File: src/rtl/ntt_sched_if.sv
// Control/issue/write-back bundle between the NTT scheduler and its datapath.
// master = scheduler, slave = datapath/host side.
interface ntt_sched_if;
  logic       start;
  logic       inverse;
  logic       busy;
  logic       done;
  logic       bf_valid;
  logic       bf_ready;
  logic [7:0] rd_addr_a;
  logic [7:0] rd_addr_b;
  logic [7:0] zeta_addr;
  logic       zeta_neg;
  logic [2:0] stage;
  logic       wb_valid;
  logic [7:0] wb_addr_a;
  logic [7:0] wb_addr_b;

  modport master (
    input  start, inverse, bf_ready,
    output busy, done, bf_valid, rd_addr_a, rd_addr_b, zeta_addr, zeta_neg,
           stage, wb_valid, wb_addr_a, wb_addr_b
  );

  modport slave (
    output start, inverse, bf_ready,
    input  busy, done, bf_valid, rd_addr_a, rd_addr_b, zeta_addr, zeta_neg,
           stage, wb_valid, wb_addr_a, wb_addr_b
  );
endinterface

File: src/rtl/ntt_sched_ctrl.sv
// 256-point NTT butterfly scheduler: issues 8 stages x 128 butterflies (CT forward
// or GS inverse) and mirrors each accepted issue to write-back BF_LAT cycles later.
module ntt_sched_ctrl #(
  parameter int BF_LAT = 4
) (
  input  logic         clk,
  input  logic         reset,
  ntt_sched_if.master  bus
);

  typedef enum logic [1:0] {IDLE, ISSUE, DRAIN, FINISH} state_t;

  state_t     state_q, state_d;
  logic [2:0] s_q, s_d;
  logic [6:0] b_q, b_d;
  logic       inv_q, inv_d;
  logic       issue, acc, pend;

  logic [BF_LAT:1]       vld_pipe;
  logic [BF_LAT:1][7:0]  a_pipe, b_pipe;

  logic [7:0] bx, grp, lmask, addr_a, addr_b, zeta;

  // Butterfly index -> coefficient pair and twiddle address
  always_comb begin
    bx     = {1'b0, b_q};
    grp    = 8'd0;
    lmask  = 8'd0;
    addr_a = 8'd0;
    addr_b = 8'd0;
    zeta   = 8'd0;
    if (!inv_q) begin
      grp    = bx >> (3'd7 - s_q);
      lmask  = (8'd128 >> s_q) - 8'd1;
      addr_a = (grp << (4'd8 - {1'b0, s_q})) + (bx & lmask);
      addr_b = addr_a + (8'd128 >> s_q);
      zeta   = (8'd1 << s_q) + grp;
    end else begin
      grp    = bx >> s_q;
      lmask  = (8'd1 << s_q) - 8'd1;
      addr_a = (grp << ({1'b0, s_q} + 4'd1)) + (bx & lmask);
      addr_b = addr_a + (8'd1 << s_q);
      // (256>>s)-1 == 255>>s keeps the twiddle math in 8 bits
      zeta   = (8'd255 >> s_q) - grp;
    end
  end

  assign issue = (state_q == ISSUE);
  assign acc   = issue & bus.bf_ready;

  // Only the oldest slot may still be occupied when leaving DRAIN, so the next
  // stage's first read lands the cycle after the final write-back.
  always_comb begin
    pend = 1'b0;
    for (int i = 1; i < BF_LAT; i++) pend = pend | vld_pipe[i];
  end

  always_comb begin
    state_d = state_q;
    s_d     = s_q;
    b_d     = b_q;
    inv_d   = inv_q;
    case (state_q)
      IDLE: if (bus.start) begin
        state_d = ISSUE;
        s_d     = 3'd0;
        b_d     = 7'd0;
        inv_d   = bus.inverse;
      end
      ISSUE: if (acc) begin
        b_d = b_q + 7'd1;
        if (b_q == 7'd127) begin
          state_d = DRAIN;
          b_d     = 7'd0;
        end
      end
      DRAIN: if (!pend) begin
        if (s_q == 3'd7) state_d = FINISH;
        else begin
          state_d = ISSUE;
          s_d     = s_q + 3'd1;
          b_d     = 7'd0;
        end
      end
      FINISH: state_d = IDLE;
      default: state_d = IDLE;
    endcase
  end

  always_ff @(posedge clk or negedge reset) begin
    if (!reset) begin
      state_q <= IDLE;
      s_q     <= 3'd0;
      b_q     <= 7'd0;
      inv_q   <= 1'b0;
    end else begin
      state_q <= state_d;
      s_q     <= s_d;
      b_q     <= b_d;
      inv_q   <= inv_d;
    end
  end

  always_ff @(posedge clk or negedge reset) begin
    if (!reset) begin
      vld_pipe <= '0;
      a_pipe   <= '0;
      b_pipe   <= '0;
    end else begin
      vld_pipe[1] <= acc;
      a_pipe[1]   <= acc ? addr_a : 8'd0;
      b_pipe[1]   <= acc ? addr_b : 8'd0;
      for (int i = 2; i <= BF_LAT; i++) begin
        vld_pipe[i] <= vld_pipe[i-1];
        a_pipe[i]   <= a_pipe[i-1];
        b_pipe[i]   <= b_pipe[i-1];
      end
    end
  end

  assign bus.busy      = (state_q == ISSUE) | (state_q == DRAIN);
  assign bus.done      = (state_q == FINISH);
  assign bus.bf_valid  = issue;
  assign bus.rd_addr_a = issue ? addr_a : 8'd0;
  assign bus.rd_addr_b = issue ? addr_b : 8'd0;
  assign bus.zeta_addr = issue ? zeta   : 8'd0;
  assign bus.zeta_neg  = inv_q;
  assign bus.stage     = s_q;
  assign bus.wb_valid  = vld_pipe[BF_LAT];
  assign bus.wb_addr_a = a_pipe[BF_LAT];
  assign bus.wb_addr_b = b_pipe[BF_LAT];

endmodule

File: src/flat_wrapper.sv
// flat-port wrapper written by rule: the top's interface ports become plain ports
module ntt_sched_ctrl_flat 
#(
  parameter int BF_LAT = 4
)
  (clk, reset, bus_start, bus_inverse, bus_bf_ready, bus_busy, bus_done, bus_bf_valid, bus_rd_addr_a, bus_rd_addr_b, bus_zeta_addr, bus_zeta_neg, bus_stage, bus_wb_valid, bus_wb_addr_a, bus_wb_addr_b);
  ntt_sched_if bus_i ();
  input  logic clk;
  input  logic reset;
  input wire logic [$bits(bus_i.start)-1:0] bus_start;
  input wire logic [$bits(bus_i.inverse)-1:0] bus_inverse;
  input wire logic [$bits(bus_i.bf_ready)-1:0] bus_bf_ready;
  output wire logic [$bits(bus_i.busy)-1:0] bus_busy;
  output wire logic [$bits(bus_i.done)-1:0] bus_done;
  output wire logic [$bits(bus_i.bf_valid)-1:0] bus_bf_valid;
  output wire logic [$bits(bus_i.rd_addr_a)-1:0] bus_rd_addr_a;
  output wire logic [$bits(bus_i.rd_addr_b)-1:0] bus_rd_addr_b;
  output wire logic [$bits(bus_i.zeta_addr)-1:0] bus_zeta_addr;
  output wire logic [$bits(bus_i.zeta_neg)-1:0] bus_zeta_neg;
  output wire logic [$bits(bus_i.stage)-1:0] bus_stage;
  output wire logic [$bits(bus_i.wb_valid)-1:0] bus_wb_valid;
  output wire logic [$bits(bus_i.wb_addr_a)-1:0] bus_wb_addr_a;
  output wire logic [$bits(bus_i.wb_addr_b)-1:0] bus_wb_addr_b;
  assign bus_i.start = bus_start;
  assign bus_i.inverse = bus_inverse;
  assign bus_i.bf_ready = bus_bf_ready;
  assign bus_busy = bus_i.busy;
  assign bus_done = bus_i.done;
  assign bus_bf_valid = bus_i.bf_valid;
  assign bus_rd_addr_a = bus_i.rd_addr_a;
  assign bus_rd_addr_b = bus_i.rd_addr_b;
  assign bus_zeta_addr = bus_i.zeta_addr;
  assign bus_zeta_neg = bus_i.zeta_neg;
  assign bus_stage = bus_i.stage;
  assign bus_wb_valid = bus_i.wb_valid;
  assign bus_wb_addr_a = bus_i.wb_addr_a;
  assign bus_wb_addr_b = bus_i.wb_addr_b;
  ntt_sched_ctrl #(.BF_LAT(BF_LAT)) u_core (.clk(clk), .reset(reset), .bus(bus_i));
endmodule
File: config.mk
export PLATFORM = sky130hd
export DESIGN_NAME = ntt_sched_ctrl_flat
export DESIGN_NICKNAME = d
export VERILOG_FILES = /design/src/rtl/ntt_sched_if.sv /design/src/rtl/ntt_sched_ctrl.sv /design/src/flat_wrapper.sv
export SDC_FILE = /design/constraint.sdc
export NUM_CORES = 1
export LEC_CHECK = 0
export ABC_AREA = 1
export BUFFER_PORTS_ARGS = -buffer_cell sky130_fd_sc_hd__buf_2
export CAP_MARGIN = 5
export CORE_UTILIZATION = 60
export CTS_CLUSTER_DIAMETER = 40
export DETAILED_ROUTE_END_ITERATION = 8
export MAX_ROUTING_LAYER = met4
export PLACE_DENSITY_LB_ADDON = 0.08
export SLEW_MARGIN = 20
export SYNTH_ARGS = -nofsm -noshare
export SYNTH_HDL_FRONTEND = slang
export SYNTH_SLANG_ARGS = --single-unit
export TNS_END_PERCENT = 10
File: constraint.sdc
create_clock -name clk -period 6 [get_ports clk]
set_input_delay 1.2 -clock clk [delete_from_list [all_inputs] [get_ports clk]]
set_output_delay 1.2 -clock clk [all_outputs]
set_load 0.02 [all_outputs]
==> results of run 1 <==
[flip-flops by register name, summed over array words and instances (netlist names), 2 cells and up]
signal                count
u_core.b_q                7
u_core.bus.wb_addr_b      8
u_core.a_pipe            24
u_core.bus.wb_addr_a      8
u_core.state_q            2
u_core.vld_pipe           4
u_core.b_pipe            24
u_core.bus.stage          3
[final timing paths]
kind	endpoint
min in group asynchronous	u_core.bus.zeta_neg
setup reg to reg	u_core.b_pipe[7]
max in group asynchronous	u_core.bus.stage[0]
hold reg to reg	u_core.b_pipe[20]
hold / removal	u_core.b_pipe[20]
setup / recovery	bus_rd_addr_b[6]
[cell families after synthesis]
family,count (synthesis),share of synthesized area
buffers and inverters,136,0.105
flip-flops,81,0.349
multiplexers,3,0.00517
AO/OA/AOI/OAI,142,0.134
AND/OR/NAND/NOR,333,0.257
XOR/XNOR,14,0.0211
adder cells (fa/ha/maj),58,0.129
[cell usage in the layout (no fill, tap or decap), types with 3 or more instances in the layout]
master,n
nor2_1,87
buf_2,50
nand2_1,139
dfrtp_2,3
ha_1,49
inv_6,3
nor3_1,6
nand4_1,8
ha_4,4
a21boi_0,3
clkbuf_8,9
buf_4,32
xor2_1,7
a31oi_1,6
o21ai_0,46
nor2_4,4
mux2i_1,3
nor2_2,6
o21ai_1,16
a21oi_1,48
inv_1,87
inv_2,8
xnor2_1,5
buf_6,4
nand3_1,46
nand3_2,10
nand2_2,13
o22ai_1,6
dfrtp_1,78
a21oi_2,3
o211ai_1,5
[stage by stage]
stage	worst slack (ns)	area (um^2)	hold slack, ns
3_5_place_dp	0.188	6100	0.336
6_report	0.161	6700	0.350
3_3_place_gp	0.290	6100	0.332
5_1_grt	-0.101	6700	0.351
2_1_floorplan	0.288	5810	0.331
4_1_cts	0.0163	6330	0.353
[area by class of cell]
cell class              count  area (um^2)  share of cell area
multi-input cells         550         3340               0.498
flip-flops and latches     81         2030               0.303
repair buffers             87          556              0.0829
inverters                 102          405              0.0605
well taps                 129          161              0.0241
clock buffers              10          128              0.0190
clock inverters             5         81.3              0.0121
[layer usage]
metal	global-route usage	wire, um	vias to the layer above
met5	-	0	-
met2	0.592	8280	312
met3	0.0696	1210	78
met1	0.398	6700	2618
met4	0.205	1040	0
li1	-	-	2613
[critical path, stage by stage, from the launching register on]
cell and delay (ns):
dfrtp_2 0.55, buf_6 0.15, nor2_4 0.04, buf_4 0.14, buf_4 0.12, nand2_1 0.06, nand3_1 0.12, inv_1 0.17
o21ai_1 0.09, o21ai_1 0.17, nor2_1 0.06, ha_1 0.35, a21oi_1 0.17, nand2_1 0.14, xnor2_1 0.27, inv_1 0.08
ha_1 0.33, a21oi_1 0.17, inv_1 0.06, a31oi_1 0.20, or2_1 0.17, nand2_1 0.06, nand2_1 0.07, nand3_1 0.08
nand2_1 0.07, o21ai_1 0.09, nor2_1 0.10, buf_2 0.18
[timing repair]
| action | CTS | global route |
|---|---|---|
| endpoints found under the setup margin | 1 | 4 |
| hold buffers | 0 | 0 |
| gates cloned | 0 | 0 |
| pin swaps | 1 | 29 |
| resized for setup | 5 | 53 |
| buffers inserted | 2 | 22 |
==> results.json, run 1 <==
{
  "outcome": "finished clean",
  "rr_startpoint": "u_core.bus.stage[0]",
  "fmax_ghz": 0.171,
  "dr.pass1.iters": 6,
  "antenna_found_initial": 0,
  "arrival_ns": 4.64,
  "cts_tree": "done",
  "via_count": 5621,
  "grt.total_usage": 0.355,
  "clk_pin_slew_ns": 0.09,
  "setup_tns_ns": 0,
  "startpoint": "u_core.bus.stage[1]",
  "clk_path_buf_depth": 2,
  "synth_top_area_cell": "dfrtp_1",
  "start_util": 0.623,
  "synthTopCellsByCount": "nand2_1 (143), nor2_1 (94), inv_1 (89)",
  "slew_violations": 0,
  "seq_area_frac_synth": 0.349,
  "grt_setup_unrepaired": "true",
  "grt_pass1_vias": 5372,
  "avgViaCountPerCell": 5.83,
  "ant_nets": 0,
  "num-fill-cells": 719,
  "finClkSkew_ns": 0.0164,
  "drt_wl_total_um": 17200,
  "hold_start": "u_core.b_pipe[12]",
  "final_util": 0.718,
  "chipHeight_um": 100,
  "yosys-top-cells-area": "dfrtp_1 (35%), ha_1 (12%), nand2_1 (9.2%)",
  "clk_latency_ns": 0.36,
  "grt_first_pass_wirelength_um": 26400,
  "drive_gt1_frac": 0.210,
  "period_needed_ns": 5.84,
  "async_flop_share": 1.00,
  "synth_flop_cell": "dfrtp_1",
  "hold_violations": 0,
  "cp.required_ns": 4.80,
  "synth_nets": 830,
  "avgSynthCellArea_um2": 7.57,
  "nNetsFinal": 894,
  "place_inst": 925,
  "crit_type": "reg -> out",
  "worstMarginPinSlew_ns": 1.15,
  "synthCells": 767,
  "reg2reg_depth": 27,
  "drt-initial-drc-count": 409,
  "diodes": 0,
  "maxCapViolCount": 0,
  "relSlewSlack": 0.233,
  "ys_types": 48,
  "whs_path_depth": 0,
  "setup_viol": 0,
  "syn_to_final_growth_pct": 15.4,
  "netlist.area_leader.share": 0.349,
  "min_path_type": "reg -> reg",
  "yosysMostFrequentCell": "nand2_1",
  "row_count": 35,
  "synth-edff-count": 0,
  "final_cells": 964,
  "min_period_over_period": 0.973,
  "cts_inserted_buffers": 9,
  "clock-sinks": 81,
  "core_area_mm2": 0.00933,
  "drc": 0,
  "dieArea_mm2": 0.0101,
  "regToRegSetupSlack_ns": 1.51,
  "htree_levels": 3,
  "placement.io_buffers": 52,
  "synth-seq-cells": 81,
  "die_x_um": 100,
  "grt_max_degree": 82,
  "avgRoutedWirePerCell_um": 17.9,
  "crit_path_start_kind": "register",
  "hpwl_um": 13100,
  "cp_max_fo": 8,
  "routabilityCongestion": 1.00,
  "yosys_warnings": 0,
  "grt_overflow": 0,
  "synth.cell_area_mm2": 0.00581,
  "cp-end-kind": "output pin",
  "cts-root-buf": "clkbuf_8",
  "io_pins": 53
}
Power of run 1 is left out: the tool's default activity adds up to more than one toggle a clock period on the data nets, which glitch-free logic cannot reach.
==> run 2: changes to the inputs <==
Settings changed: CELL_PAD_IN_SITES_DETAIL_PLACEMENT from default to 2, CELL_PAD_IN_SITES_GLOBAL_PLACEMENT from default to 2, CORE_UTILIZATION 60 to 35.
==> results.json, run 2 (synthesized netlist as in run 1, its figures left out) <==
{
  "cp_common_cell": "buf_4",
  "cts_inserted_buffers": 9,
  "core_area_mm2": 0.0161,
  "cp_max_fo": 7,
  "io_pins": 53,
  "crit_type": "reg -> out",
  "rr_startpoint": "u_core.bus.stage[1]",
  "critPathSlowestCell": "dfrtp_2",
  "dr.pass1.iters": 5,
  "reg_top3": "u_core.a_pipe (24), u_core.b_pipe (24)",
  "finClkSkew_ns": 0.0108,
  "crit_family": "simple AND/OR/NAND/NOR gates",
  "grt_pass1_vias": 6074,
  "grt_first_pass_wirelength_um": 35300,
  "cp.required_ns": 4.80,
  "place_inst": 1047,
  "syn_to_final_growth_pct": 27.6,
  "arrival_ns": 4.70,
  "final_cells": 1086,
  "clk_path_buf_depth": 2,
  "holdWs_ns": 0.338,
  "final_util": 0.462,
  "final_cell_mix": "nand2_1 (125), inv_1 (85), nor2_1 (85)",
  "grt_max_degree": 82,
  "hpwl_um": 18100,
  "hold_start": "u_core.a_pipe[1]",
  "htree_levels": 3,
  "diodes": 0,
  "dieArea_mm2": 0.0171,
  "avgRoutedWirePerCell_um": 22.0,
  "num-fill-cells": 1808,
  "start_util": 0.362,
  "clock-sinks": 81,
  "clk_pin_slew_ns": 0.07,
  "grt_setup_unrepaired": "true",
  "maxCapViolCount": 0,
  "antenna_found_initial": 0,
  "min_path_type": "reg -> reg",
  "crit_path_max_incr_delay_ns": 0.49,
  "place_area_mm2": 0.00648,
  "avgViaCountPerCell": 5.29,
  "layout_commonest_cell": "nand2_1",
  "startpoint": "u_core.bus.stage[1]",
  "drt_wl_total_um": 23900,
  "grt_overflow": 0,
  "drc": 0,
  "crit_path_start_kind": "register",
  "ant_nets": 0,
  "worstMarginPinSlew_ns": 0.986,
  "via_count": 5742,
  "die_x_um": 131,
  "placement.io_buffers": 52,
  "routabilityCongestion": 0.914,
  "relSlewSlack": 0.342,
  "drt-initial-drc-count": 279,
  "nNetsFinal": 928,
  "clk_latency_ns": 0.35,
  "drive_gt1_frac": 0.286,
  "fin_area_mm2": 0.00741,
  "min_period_over_period": 0.984,
  "fmax_ghz": 0.169,
  "cts-root-buf": "clkbuf_16",
  "slew_violations": 0,
  "cp-end-kind": "output pin",
  "setup_viol": 0,
  "outcome": "finished clean",
  "crit_buf_inv": 8,
  "grt.total_usage": 0.290,
  "cts_tree": "done",
  "row_count": 46,
  "chipHeight_um": 131,
  "hold_violations": 0,
  "period_needed_ns": 5.90
}
## run 2: cell count changes in the layout (fill, tap and decap cells not counted), sizes merged
cell,previous run,this run
clkinv,4,5
clkbuf,10,11
buf,87,120
bufinv,2,0
inv,99,101
## run 2: metal layers
| layer | vias up | track usage | part of all wire |
|---|---|---|---|
| met1 | 2922 | 0.371 | 0.46 |
| met3 | 29 | 0.0318 | 0.028 |
| met5 | - | - | 0 |
| met2 | 109 | 0.486 | 0.50 |
| li1 | 2682 | - | - |
| met4 | 0 | 0.0751 | 0.017 |
## run 2: path summary, 6_finish.rpt
kind	endpoint	slack (ns)	cells after the start
worst max-delay path	bus_rd_addr_b[7]	0.1	28
worst min-delay path	u_core.a_pipe[9]	0.34	0
worst max register to register	u_core.b_pipe[7]	1.54	28
worst min register to register	u_core.a_pipe[9]	0.34	0
max in group asynchronous	u_core.bus.stage[1]	4.33	1
min in group asynchronous	u_core.state_q[1]	1.01	1
## run 2: through the flow
stage / setup WS (ns) / setup TNS [ns]
6_report: 0.0976 / 0
5_1_grt: -0.201 / -0.343
4_1_cts: 0.00649 / 0
3_5_place_dp: -0.0682 / -0.0682
3_3_place_gp: 0.211 / 0
2_1_floorplan: 0.288 / 0
## run 2: final cells by class
class | count | area, um^2 | share of cell area
clock inverter | 6 | 50.0 | 0.00675
inverter | 102 | 395 | 0.0534
tap | 216 | 270 | 0.0365
multi-input combinational | 550 | 3560 | 0.480
clock buffer | 10 | 239 | 0.0322
timing repair buffer | 121 | 868 | 0.117
sequential | 81 | 2030 | 0.274
## run 2: worst register-to-register path: cells and delay by family (launching register included)
kind                     cells  cell delay (ns)
flip-flops                   1             0.49
AND/OR/NAND/NOR             10             1.02
AO/OA/AOI/OAI                6             0.88
buffers and inverters        8             0.99
adder cells (fa/ha/maj)      2             0.59
XOR/XNOR                     2             0.33
## run 2: repair_timing
item,in CTS,in global routing
endpoints found under the setup margin,3,5
buffers inserted,2,20
pin swaps,8,32
hold endpoints to repair,0,0
hold buffers,0,0
cloned,0,1
resized for setup,35,80
Power of run 2 is left out for the same reason.
